**src/rtl/pipeline_stall_ctrl.sv**
```systemverilog
// Decode-stage stall/flush controller: turns hazard-unit outputs into pipeline
// register enables, next-PC selection and hazard-clear pulses.
module pipeline_stall_ctrl #(
    parameter int unsigned WAIT_MAX = 8,
    parameter int unsigned CNT_W    = 16
) (
    input  logic             clk,
    input  logic             rst,
    input  logic             data_hazard,
    input  logic             control_hazard,
    input  logic             id_branch,
    input  logic             id_call,
    input  logic             id_ret,
    input  logic             ex_branch_valid,
    input  logic             ex_branch_taken,
    input  logic             mem_call_done,
    input  logic             wb_ret_done,
    output logic             pc_we,
    output logic [1:0]       pc_src,
    output logic             ifid_we,
    output logic             ifid_flush,
    output logic             idex_bubble,
    output logic             clr_branch_haz,
    output logic             clr_call_haz,
    output logic             clr_ret_haz,
    output logic [CNT_W-1:0] data_stall_cnt,
    output logic [CNT_W-1:0] ctrl_flush_cnt,
    output logic             timeout_err
);

    localparam int unsigned WW = $clog2(WAIT_MAX + 1);
    localparam logic [WW-1:0] WAIT_LAST = WW'(WAIT_MAX - 1);

    typedef enum logic [1:0] {
        S_RUN,
        S_WAIT_BR,
        S_WAIT_CALL,
        S_WAIT_RET
    } state_t;

    state_t           r_state;
    state_t           w_next;
    logic [WW-1:0]    r_wait_cnt;
    logic [CNT_W-1:0] r_data_stall_cnt;
    logic [CNT_W-1:0] r_ctrl_flush_cnt;
    logic             r_timeout_err;
    logic             w_last;
    logic             w_set_err;

    // The increment taken this cycle is the one that reaches WAIT_MAX.
    assign w_last = (r_wait_cnt == WAIT_LAST);

    always_comb begin
        w_next         = r_state;
        w_set_err      = 1'b0;
        pc_we          = 1'b1;
        pc_src         = 2'b00;
        ifid_we        = 1'b1;
        ifid_flush     = 1'b0;
        idex_bubble    = 1'b0;
        clr_branch_haz = 1'b0;
        clr_call_haz   = 1'b0;
        clr_ret_haz    = 1'b0;
        case (r_state)
            S_RUN: begin
                if (data_hazard) begin
                    pc_we       = 1'b0;
                    ifid_we     = 1'b0;
                    idex_bubble = 1'b1;
                end else if (id_ret || id_call || id_branch || control_hazard) begin
                    pc_we      = 1'b0;
                    ifid_flush = 1'b1;
                    if (id_ret)         w_next = S_WAIT_RET;
                    else if (id_call)   w_next = S_WAIT_CALL;
                    else if (id_branch) w_next = S_WAIT_BR;
                end
            end
            S_WAIT_BR: begin
                pc_we      = 1'b0;
                ifid_flush = 1'b1;
                if (ex_branch_valid) begin
                    clr_branch_haz = 1'b1;
                    ifid_flush     = 1'b0;
                    w_next         = S_RUN;
                    if (ex_branch_taken) begin
                        pc_we  = 1'b1;
                        pc_src = 2'b01;
                    end
                end else if (w_last) begin
                    clr_branch_haz = 1'b1;
                    ifid_flush     = 1'b0;
                    w_set_err      = 1'b1;
                    w_next         = S_RUN;
                end
            end
            S_WAIT_CALL: begin
                pc_we      = 1'b0;
                ifid_flush = 1'b1;
                if (mem_call_done) begin
                    clr_call_haz = 1'b1;
                    pc_we        = 1'b1;
                    pc_src       = 2'b10;
                    ifid_flush   = 1'b0;
                    w_next       = S_RUN;
                end else if (w_last) begin
                    clr_call_haz = 1'b1;
                    ifid_flush   = 1'b0;
                    w_set_err    = 1'b1;
                    w_next       = S_RUN;
                end
            end
            S_WAIT_RET: begin
                pc_we      = 1'b0;
                ifid_flush = 1'b1;
                if (wb_ret_done) begin
                    clr_ret_haz = 1'b1;
                    pc_we       = 1'b1;
                    pc_src      = 2'b11;
                    ifid_flush  = 1'b0;
                    w_next      = S_RUN;
                end else if (w_last) begin
                    clr_ret_haz = 1'b1;
                    ifid_flush  = 1'b0;
                    w_set_err   = 1'b1;
                    w_next      = S_RUN;
                end
            end
            default: w_next = S_RUN;
        endcase
    end

    always_ff @(posedge clk or posedge rst) begin
        if (rst) begin
            r_state          <= S_RUN;
            r_wait_cnt       <= '0;
            r_data_stall_cnt <= '0;
            r_ctrl_flush_cnt <= '0;
            r_timeout_err    <= 1'b0;
        end else begin
            r_state <= w_next;
            // Held at zero in RUN, so every WAIT entry starts from zero.
            if (r_state == S_RUN) r_wait_cnt <= '0;
            else                  r_wait_cnt <= r_wait_cnt + 1'b1;
            if (r_state == S_RUN && data_hazard && r_data_stall_cnt != '1)
                r_data_stall_cnt <= r_data_stall_cnt + 1'b1;
            if (ifid_flush && r_ctrl_flush_cnt != '1)
                r_ctrl_flush_cnt <= r_ctrl_flush_cnt + 1'b1;
            if (w_set_err) r_timeout_err <= 1'b1;
        end
    end

    assign data_stall_cnt = r_data_stall_cnt;
    assign ctrl_flush_cnt = r_ctrl_flush_cnt;
    assign timeout_err    = r_timeout_err;

endmodule

```
**config.mk**
```make
export PLATFORM = sky130hd
export DESIGN_NAME = pipeline_stall_ctrl
export DESIGN_NICKNAME = d
export VERILOG_FILES = /design/src/rtl/pipeline_stall_ctrl.sv
export SDC_FILE = /design/constraint.sdc
export NUM_CORES = 1
export LEC_CHECK = 0
export ABC_AREA = 1
export CORE_ASPECT_RATIO = 1.75
export CORE_MARGIN = 1
export CORE_UTILIZATION = 50
export DETAILED_ROUTE_END_ITERATION = 16
export PLACE_DENSITY = 0.79
export SYNTH_ARGS = -nofsm -noshare
export SYNTH_HDL_FRONTEND = slang
export SYNTH_SLANG_ARGS = --single-unit
```
**constraint.sdc**
```tcl
create_clock -name clk -period 4.7 [get_ports clk]
set_input_delay 1.41 -clock clk [delete_from_list [all_inputs] [get_ports clk]]
set_output_delay 1.41 -clock clk [all_outputs]
set_load 0.02 [all_outputs]
```
# Yosys cells after proc, flatten, opt, wreduce, memory -nomap -nowiden

Index checks and enable logic that the tools add are counted.

Output and inout bits: 42
Register bits after elaboration: 39
Bits of input ports: 11

$add $sub $neg: 3
Muxes and demuxes: 45
Reduce and logical (&&, ||, !) cells: 8
Equal/unequal tests: 9

Operator list:

| cell                  | number |
|---|---|
| $add 16x1->16 const B | 2 |
| $ne 16x16->1 const B  | 2 |
| $mux 1                | 28 |
| $mux 2                | 11 |
| $pmux 1 s4            | 2 |
| $pmux 2 s4            | 1 |
| $pmux 2 s3            | 1 |
| $add 4x1->4 const B   | 1 |
| $eq 2x2->1 const B    | 2 |
| $eq 4x3->1 const B    | 1 |
| $mux 4                | 1 |
| $ne 2x2->1 const B    | 2 |
| $ne 4x4->1 const B    | 1 |
| $logic_and 1x1->1     | 3 |
| $logic_or 1x1->1      | 3 |
| $pmux 1 s3            | 1 |
| $reduce_and 3->1      | 1 |
| $eq 2x1->1 const B    | 1 |
| $logic_not 2->1       | 1 |

# Depth between registers and ports, before layout

Gate-level depths: netlist of run 1.

Depth after elaboration: 7
Gate-level depth with buffers: 10

# Least setup slack after synthesis of run 1

OpenSTA, ideal clock, no wires.

Kind: input port to output port
Start point: input port id_call
End point: output port pc_we
Cell stages on the path: 3
Data required time: 3.290 ns
Path slack: 1.119 ns
Arrival: 2.171 ns
Cells stage by stage: nor2_1 nand3_1 o31ai_1

Cells in the longest elaborated chain, start to end: 6

RTL lines:

| element                        | RTL line | RTL |
|---|---|---|
| start: declaration             | 12       | `input logic id_call,` |
| $logic_or 1x1->1 (3 in series) | 70       | `end else if (id_ret \|\| id_call \|\| id_branch \|\| control_hazard) begin` |
| $mux 1                         | 70       |  |
| $mux 1                         | 66       | `if (data_hazard) begin` |
| $pmux 1 s4                     | 64       | `case (r_state)` |
| end: declaration               | 18       | `output logic pc_we,` |

No other way between the ends.

# Worst setup path in the final report of run 1

Same ends and word-level chain as after synthesis.

==> run_results.csv, run 1 <==
group,metric,value,unit
drt,drcViolationCount,0,
floorplanning,die-area,5100,um^2
worst_setup_path,worst_r2r_endpoint,"data_stall_cnt[12]",
worst_setup_path,cp-start-kind,"input pin",
grt,grt_pass1_vias,2304,
sta,rsz0062_at_grt,"no",
worst_setup_path,cp.arrival,3.01,ns
placement,gp_congestion,0.852,
placement,place.port_buffers,52,
pwr,clock_power_share,21.6,%
pwr,power,1.35,mW
sta,worst_slew_pin_slew,0.918,ns
grt,grt_overflow,0,
pwr,p_switching,547,uW
synthesis,synth-seq-area-share,40.6,%
cells_and_area,area_growth,27.9,%
pwr,leakagePower,1.45,nW
drt,first_pass_iters,4,
placement,dpl.hpwl,4200,um
clock_network,cts-buffers-inserted,5,
synthesis,yosysUniqueCellTypes,26,
pwr,intPower,804,uW
synthesis,syn_inst,334,
worst_setup_path,worst_r2r_path_depth,8,
grt,grtUsageTotal,25.1,%
drt,num_vias,2330,
cells_and_area,drive_above_1_share,5.88,%
synthesis,ys_ff_latch,39,
synthesis,synthesis.nets,348,
pwr,comb_power_share,42.7,%
floorplanning,core,4670,um^2
pwr,pwr-share-seq,35.7,%
clock_network,path_clk_slew,0.07,ns
floorplanning,start_util,51.5,%
cells_and_area,fin_area,3070,um^2
floorplanning,row_count,33,
worst_setup_path,cp-endpoint,"pc_we",
sta,relSlewSlack,38.7,%
sta,finalSetupViolCount,0,
grt,grt_max_degree,25,
floorplanning,ioPinCount,53,
placement,placed_area,2960,um^2
sta,post-route-min-period,4.42,ns
clock_network,htreeDepth,2,
clock_network,cts_setup_buffers,0,
worst_setup_path,crit-reg2reg-launch,"data_stall_cnt[0]",
sta,hold_viol,0,
worst_setup_path,worstPathRequired,3.29,ns
worst_hold_path,hp-class,"reg2reg",
run_status,status,"finished, final reports clean",
sta,tns,0,ns
worst_setup_path,crit_fanout,3,
grt,grt_antenna_before_repair,0,
pwr,power.share.switching,40.5,%
clock_network,cts_tree,"yes",
drt,ant_nets,0,
floorplanning,fp.dieH,93.7,um
clock_network,holdBufCountCts,0,
pwr,pwr_density_cell,440,nW/um^2
floorplanning,fp.dieW,54.4,um
clock_network,root_buffer,"clkbuf_8",
cells_and_area,fillerInstances,420,
pwr,vdd_drop_max,417,uV
cells_and_area,fin_nets,404,
clock_network,clk_path_buf_depth,2,
worst_setup_path,crit_type,"in2out",
sta,fmaxAchievable,226,MHz
clock_network,clock_sinks,39,
drt,wl,5650,um
worst_setup_path,ff2ff_setup_slack,2.75,ns
cells_and_area,n_antenna_cell,0,
grt,grt_pass1_wl,9520,um
drt,wl_per_cell,12.7,um
sta,min_period_over_period,93.9,%
sta,drv_slew,0,
synthesis,yosys_warnings,0,
drt,vias_per_cell,5.26,
clock_network,clock_latency,0.29,ns
sta,final.setup_skew,0.00600,ns
worst_setup_path,crit_start,"id_call",
drt,first_iter_violations,29,
synthesis,syn-mean-instance-area,7.20,um^2
clock_network,cts_resized,0,
flow_run,cap_viol_max_count,0,
worst_setup_path,critPathCaptureType,"output pin",
synthesis,netlist_area,2400,um^2
==> state kept, by name, summed over array words and instances, names as in the netlist <==
signal,cells
ctrl_flush_cnt,16
r_state,2
r_wait_cnt,4
timeout_err,1
data_stall_cnt,16
==> cells by family after synthesis <==
group,Yosys count,synth area share [%]
AOI/OAI and AO/OA,24,5.31
xor gates and xnor gates,20,7.29
adders and majority gates,3,1.56
buffers and inverters,35,6.56
DFF,39,40.6
and+or+nand+nor,213,38.7
==> layout make-up <==
| cell class | instances | area [um^2] | share of cell area (%) |
|---|---|---|---|
| Multi-Input combinational cell | 260 | 1270 | 41.3 |
| Clock inverter | 2 | 35.0 | 1.14 |
| Timing Repair Buffer | 53 | 528 | 17.2 |
| Tap cell | 52 | 65.1 | 2.12 |
| Sequential cell | 39 | 976 | 31.8 |
| Inverter | 31 | 116 | 3.79 |
| Clock buffer | 6 | 82.6 | 2.69 |
==> power groups by stage <==
stage	combinational, mW	clock, mW	sequential (mW)
2_1_floorplan	0.347	0	0.525
3_3_place_gp	0.569	0	0.485
3_5_place_dp	0.585	0	0.487
4_1_cts	0.586	0.298	0.481
5_1_grt	0.641	0.311	0.492
6_report	0.577	0.292	0.482
==> cell usage in the layout, fill, tap and decap left out <==
master	n
nand2_2	1
clkbuf_8	6
a21oi_1	8
and2_1	2
xnor2_1	17
clkinv_2	1
o21ai_0	13
nand3_1	20
nor2_4	1
nor3_2	1
ha_1	3
clkdlybuf4s50_1	52
inv_1	27
nor2_1	30
dfrtp_1	39
o21bai_1	1
nor2_2	2
bufinv_16	1
nand4_1	5
nand4_4	1
nor3_1	2
nand2_1	139
inv_2	4
o31ai_1	2
nand3_2	2
nand2_4	2
buf_4	1
nand3b_1	5
xor2_1	3
==> routing by layer <==
layer	vias to the layer above	share of wire (%)	routed length, um	track usage [%]
li1	1162	-	-	-
met1	1103	40	2250	25.8
met2	57	55	3080	46.1
met3	8	3.5	198	3.88
met4	0	1.9	108	11.8
met5	-	0	0	0
==> worst max-delay path, cell delays in order <==
cell and delay (ns):
clkdlybuf4s50_1 0.43, nor2_1 0.19, nand3_1 0.12, o31ai_1 0.21, clkdlybuf4s50_1 0.64
==> synth_stat cells (all sizes together) <==
cell | number | area, um^2
nand4 | 6 | 52.6
nand3 | 22 | 120
o21bai | 1 | 7.51
nand2 | 142 | 551
nand3b | 5 | 37.5
nor3 | 3 | 20.0
o21ai | 13 | 65.1
a21oi | 8 | 40.0
ha | 3 | 37.5
and2 | 2 | 12.5
o31ai | 2 | 15.0
dfrtp | 39 | 976
nor2 | 33 | 136
inv | 31 | 116
xor2 | 3 | 26.3
xnor2 | 17 | 149
buf | 4 | 41.3
==> through the flow <==
stage | util, % | std cells | hold slack [ns] | worst slack (ns)
6_report | 65.9 | 443 | 0.480 | 0.285
5_1_grt | 65.9 | 443 | 0.509 | 0.234
4_1_cts | 65.9 | 443 | 0.483 | 0.296
3_5_place_dp | 63.3 | 435 | 0.467 | 0.297
3_3_place_gp | 63.3 | 435 | 0.445 | 0.300
2_1_floorplan | - | 334 | 0.431 | 1.12
==> worst min path at each step <==
stage                   from             to  slack [ns]  cells after the start
5_1_grt          timeout_err    timeout_err        0.51                      1
6_report       r_wait_cnt[0]  r_wait_cnt[0]        0.48                      1
3_3_place_gp   r_wait_cnt[0]  r_wait_cnt[0]        0.44                      1
3_5_place_dp     timeout_err    timeout_err        0.47                      1
4_1_cts        r_wait_cnt[0]  r_wait_cnt[0]        0.48                      1
2_1_floorplan  r_wait_cnt[0]  r_wait_cnt[0]        0.43                      1
Power figures use the tool's default switching activity.
==> inputs of run 2 (changes only) <==
- CORE_ASPECT_RATIO: 1.75 -> 1.4
- clock period: 4.7 -> 4.4 ns (I/O delays scaled with it)
==> run 2 against run 1 <==
Effect of this change:
- worst setup slack lost 0.060 ns
- combinational power grew 6.8%
- worst hold slack worse by 0.0024 ns
- count of clock-buffer cells in the layout did not move
- clock power up 6%
- cell area increased by 0.41%
- critical path depth is 1 higher
- critical endpoint is now ifid_flush
- highest routed layer unchanged
- sequential cell count stayed put
- largest cell class unchanged
- final cell count grew 2.3%
- die area shrank 0.14%
- clock skew increased by 0.0043 ns
==> run_results.csv, run 2 (synthesis gave the netlist of run 1 again) <==
group,metric,value,unit
clock_network,clock_latency,0.29,ns
pwr,vdd_drop_max,366,uV
floorplanning,row_count,29,
floorplanning,fp.dieH,84.0,um
flow_run,cap_viol_max_count,0,
pwr,pwr_density_cell,470,nW/um^2
cells_and_area,layout_common_cells,"nand2_1 (139), clkdlybuf4s50_1 (52), dfrtp_1 (39)",
grt,grt_max_degree,40,
cells_and_area,area_growth,28.4,%
sta,rsz0062_at_grt,"no",
sta,hold_viol,0,
worst_setup_path,crit_type,"in2out",
floorplanning,fp.dieW,60.6,um
worst_setup_path,max_stage_delay,0.58,ns
worst_setup_path,critPathSlowestCell,"clkdlybuf4s50_1",
grt,grt_overflow,0,
floorplanning,die-area,5090,um^2
placement,placed_area,2970,um^2
worst_setup_path,crit_fanout,5,
clock_network,holdBufCountCts,0,
sta,tns,0,ns
sta,relSlewSlack,66.9,%
grt,grt_pass1_wl,9420,um
floorplanning,start_util,52.6,%
sta,final.setup_skew,0.0103,ns
drt,wl_per_cell,12.2,um
placement,gp_congestion,0.902,
clock_network,cts_setup_buffers,0,
worst_hold_path,hp-class,"reg2reg",
cells_and_area,fin_nets,404,
run_status,status,"finished, final reports clean",
clock_network,cts_tree,"yes",
floorplanning,core,4570,um^2
placement,place.port_buffers,52,
clock_network,clk_path_buf_depth,2,
sta,worst_slew_pin_slew,0.497,ns
cells_and_area,drive_above_1_share,5.88,%
sta,min_period_over_period,94.9,%
pwr,leakagePower,1.45,nW
placement,dpl.hpwl,4080,um
grt,grt_antenna_before_repair,0,
floorplanning,ioPinCount,53,
sta,finalSetupViolCount,0,
worst_setup_path,critPathCaptureType,"output pin",
cells_and_area,fin_area,3090,um^2
cells_and_area,fillerInstances,402,
grt,grtUsageTotal,23.8,%
clock_network,clock_sinks,39,
drt,drcViolationCount,0,
worst_setup_path,path_delay_family,"buffers and inverters",
drt,first_pass_iters,4,
sta,post-route-min-period,4.18,ns
worst_setup_path,path_buf_inv,2,
drt,ant_nets,0,
clock_network,path_clk_slew,0.07,ns
worst_setup_path,cp.arrival,2.86,ns
worst_setup_path,cp_cell_sequence,"clkdlybuf4s50_1 -> nor2_1 -> nand3_1 -> nand2_1 -> nand3_2 -> clkdlybuf4s50_1",
drt,num_vias,2330,
sta,drv_slew,0,
drt,wl,5510,um
worst_setup_path,worstPathRequired,3.08,ns
cells_and_area,n_antenna_cell,0,
worst_setup_path,crit_path_frequent_cell,"clkdlybuf4s50_1",
drt,vias_per_cell,5.14,
cells_and_area,layout_commonest_cell,"nand2_1",
drt,first_iter_violations,133,
clock_network,cts_resized,0,
sta,fmaxAchievable,239,MHz
clock_network,root_buffer,"clkbuf_8",
clock_network,htreeDepth,2,
worst_setup_path,cp-start-kind,"input pin",
clock_network,cts-buffers-inserted,5,
grt,grt_pass1_vias,2277,
-- run 2: cell type report --
| class | instances | area (um^2) | share of cell area (%) |
|---|---|---|---|
| repair buffers | 53 | 528 | 17.1 |
| clock buffers | 6 | 82.6 | 2.68 |
| inverters | 31 | 116 | 3.77 |
| well taps | 62 | 77.6 | 2.51 |
| multi-input cells | 260 | 1270 | 41.2 |
| flip-flops and latches | 39 | 976 | 31.6 |
| clock inverters | 2 | 35.0 | 1.14 |
-- run 2: worst paths after layout --
| check | start | endpoint | slack [ns] | cells after the start |
|---|---|---|---|---|
| hold reg to reg | r_wait_cnt[0] | r_wait_cnt[0] | 0.48 | 1 |
| setup / recovery | id_call | ifid_flush | 0.22 | 6 |
| max in group asynchronous | rst | ctrl_flush_cnt[1] | 2.60 | 3 |
| min in group asynchronous | rst | data_stall_cnt[1] | 1.45 | 3 |
| setup reg to reg | data_stall_cnt[0] | data_stall_cnt[12] | 2.39 | 8 |
| hold / removal | r_wait_cnt[0] | r_wait_cnt[0] | 0.48 | 1 |
-- run 2: power by group --
part	total, mW	switching, mW	internal, mW	leakage, nW
Sequential	0.523	0.0958	0.427	0.524
Combinational	0.616	0.369	0.247	0.866
Clock	0.310	0.127	0.184	0.0612
Total	1.45	0.592	0.857	1.45
-- run 2: layer usage --
metal	GRT usage, %	up-vias	wire length [um]
li1	-	1162	-
met1	26.9	1088	2320
met2	41.9	62	2800
met3	3.57	18	209
met4	11.2	0	184
met5	0	-	0
-- run 2: through the flow --
| step | worst slack, ns | power (mW) | hold slack [ns] | util (%) | cells |
|---|---|---|---|---|---|
| after floorplan | 0.999 | 0.930 | 0.431 | - | 334 |
| after global placement | 0.259 | 1.13 | 0.454 | 64.9 | 445 |
| after detailed placement | 0.231 | 1.14 | 0.467 | 64.9 | 445 |
| after CTS | 0.227 | 1.46 | 0.477 | 67.5 | 453 |
| after global routing | 0.112 | 1.55 | 0.510 | 67.5 | 453 |
| final | 0.224 | 1.45 | 0.478 | 67.5 | 453 |
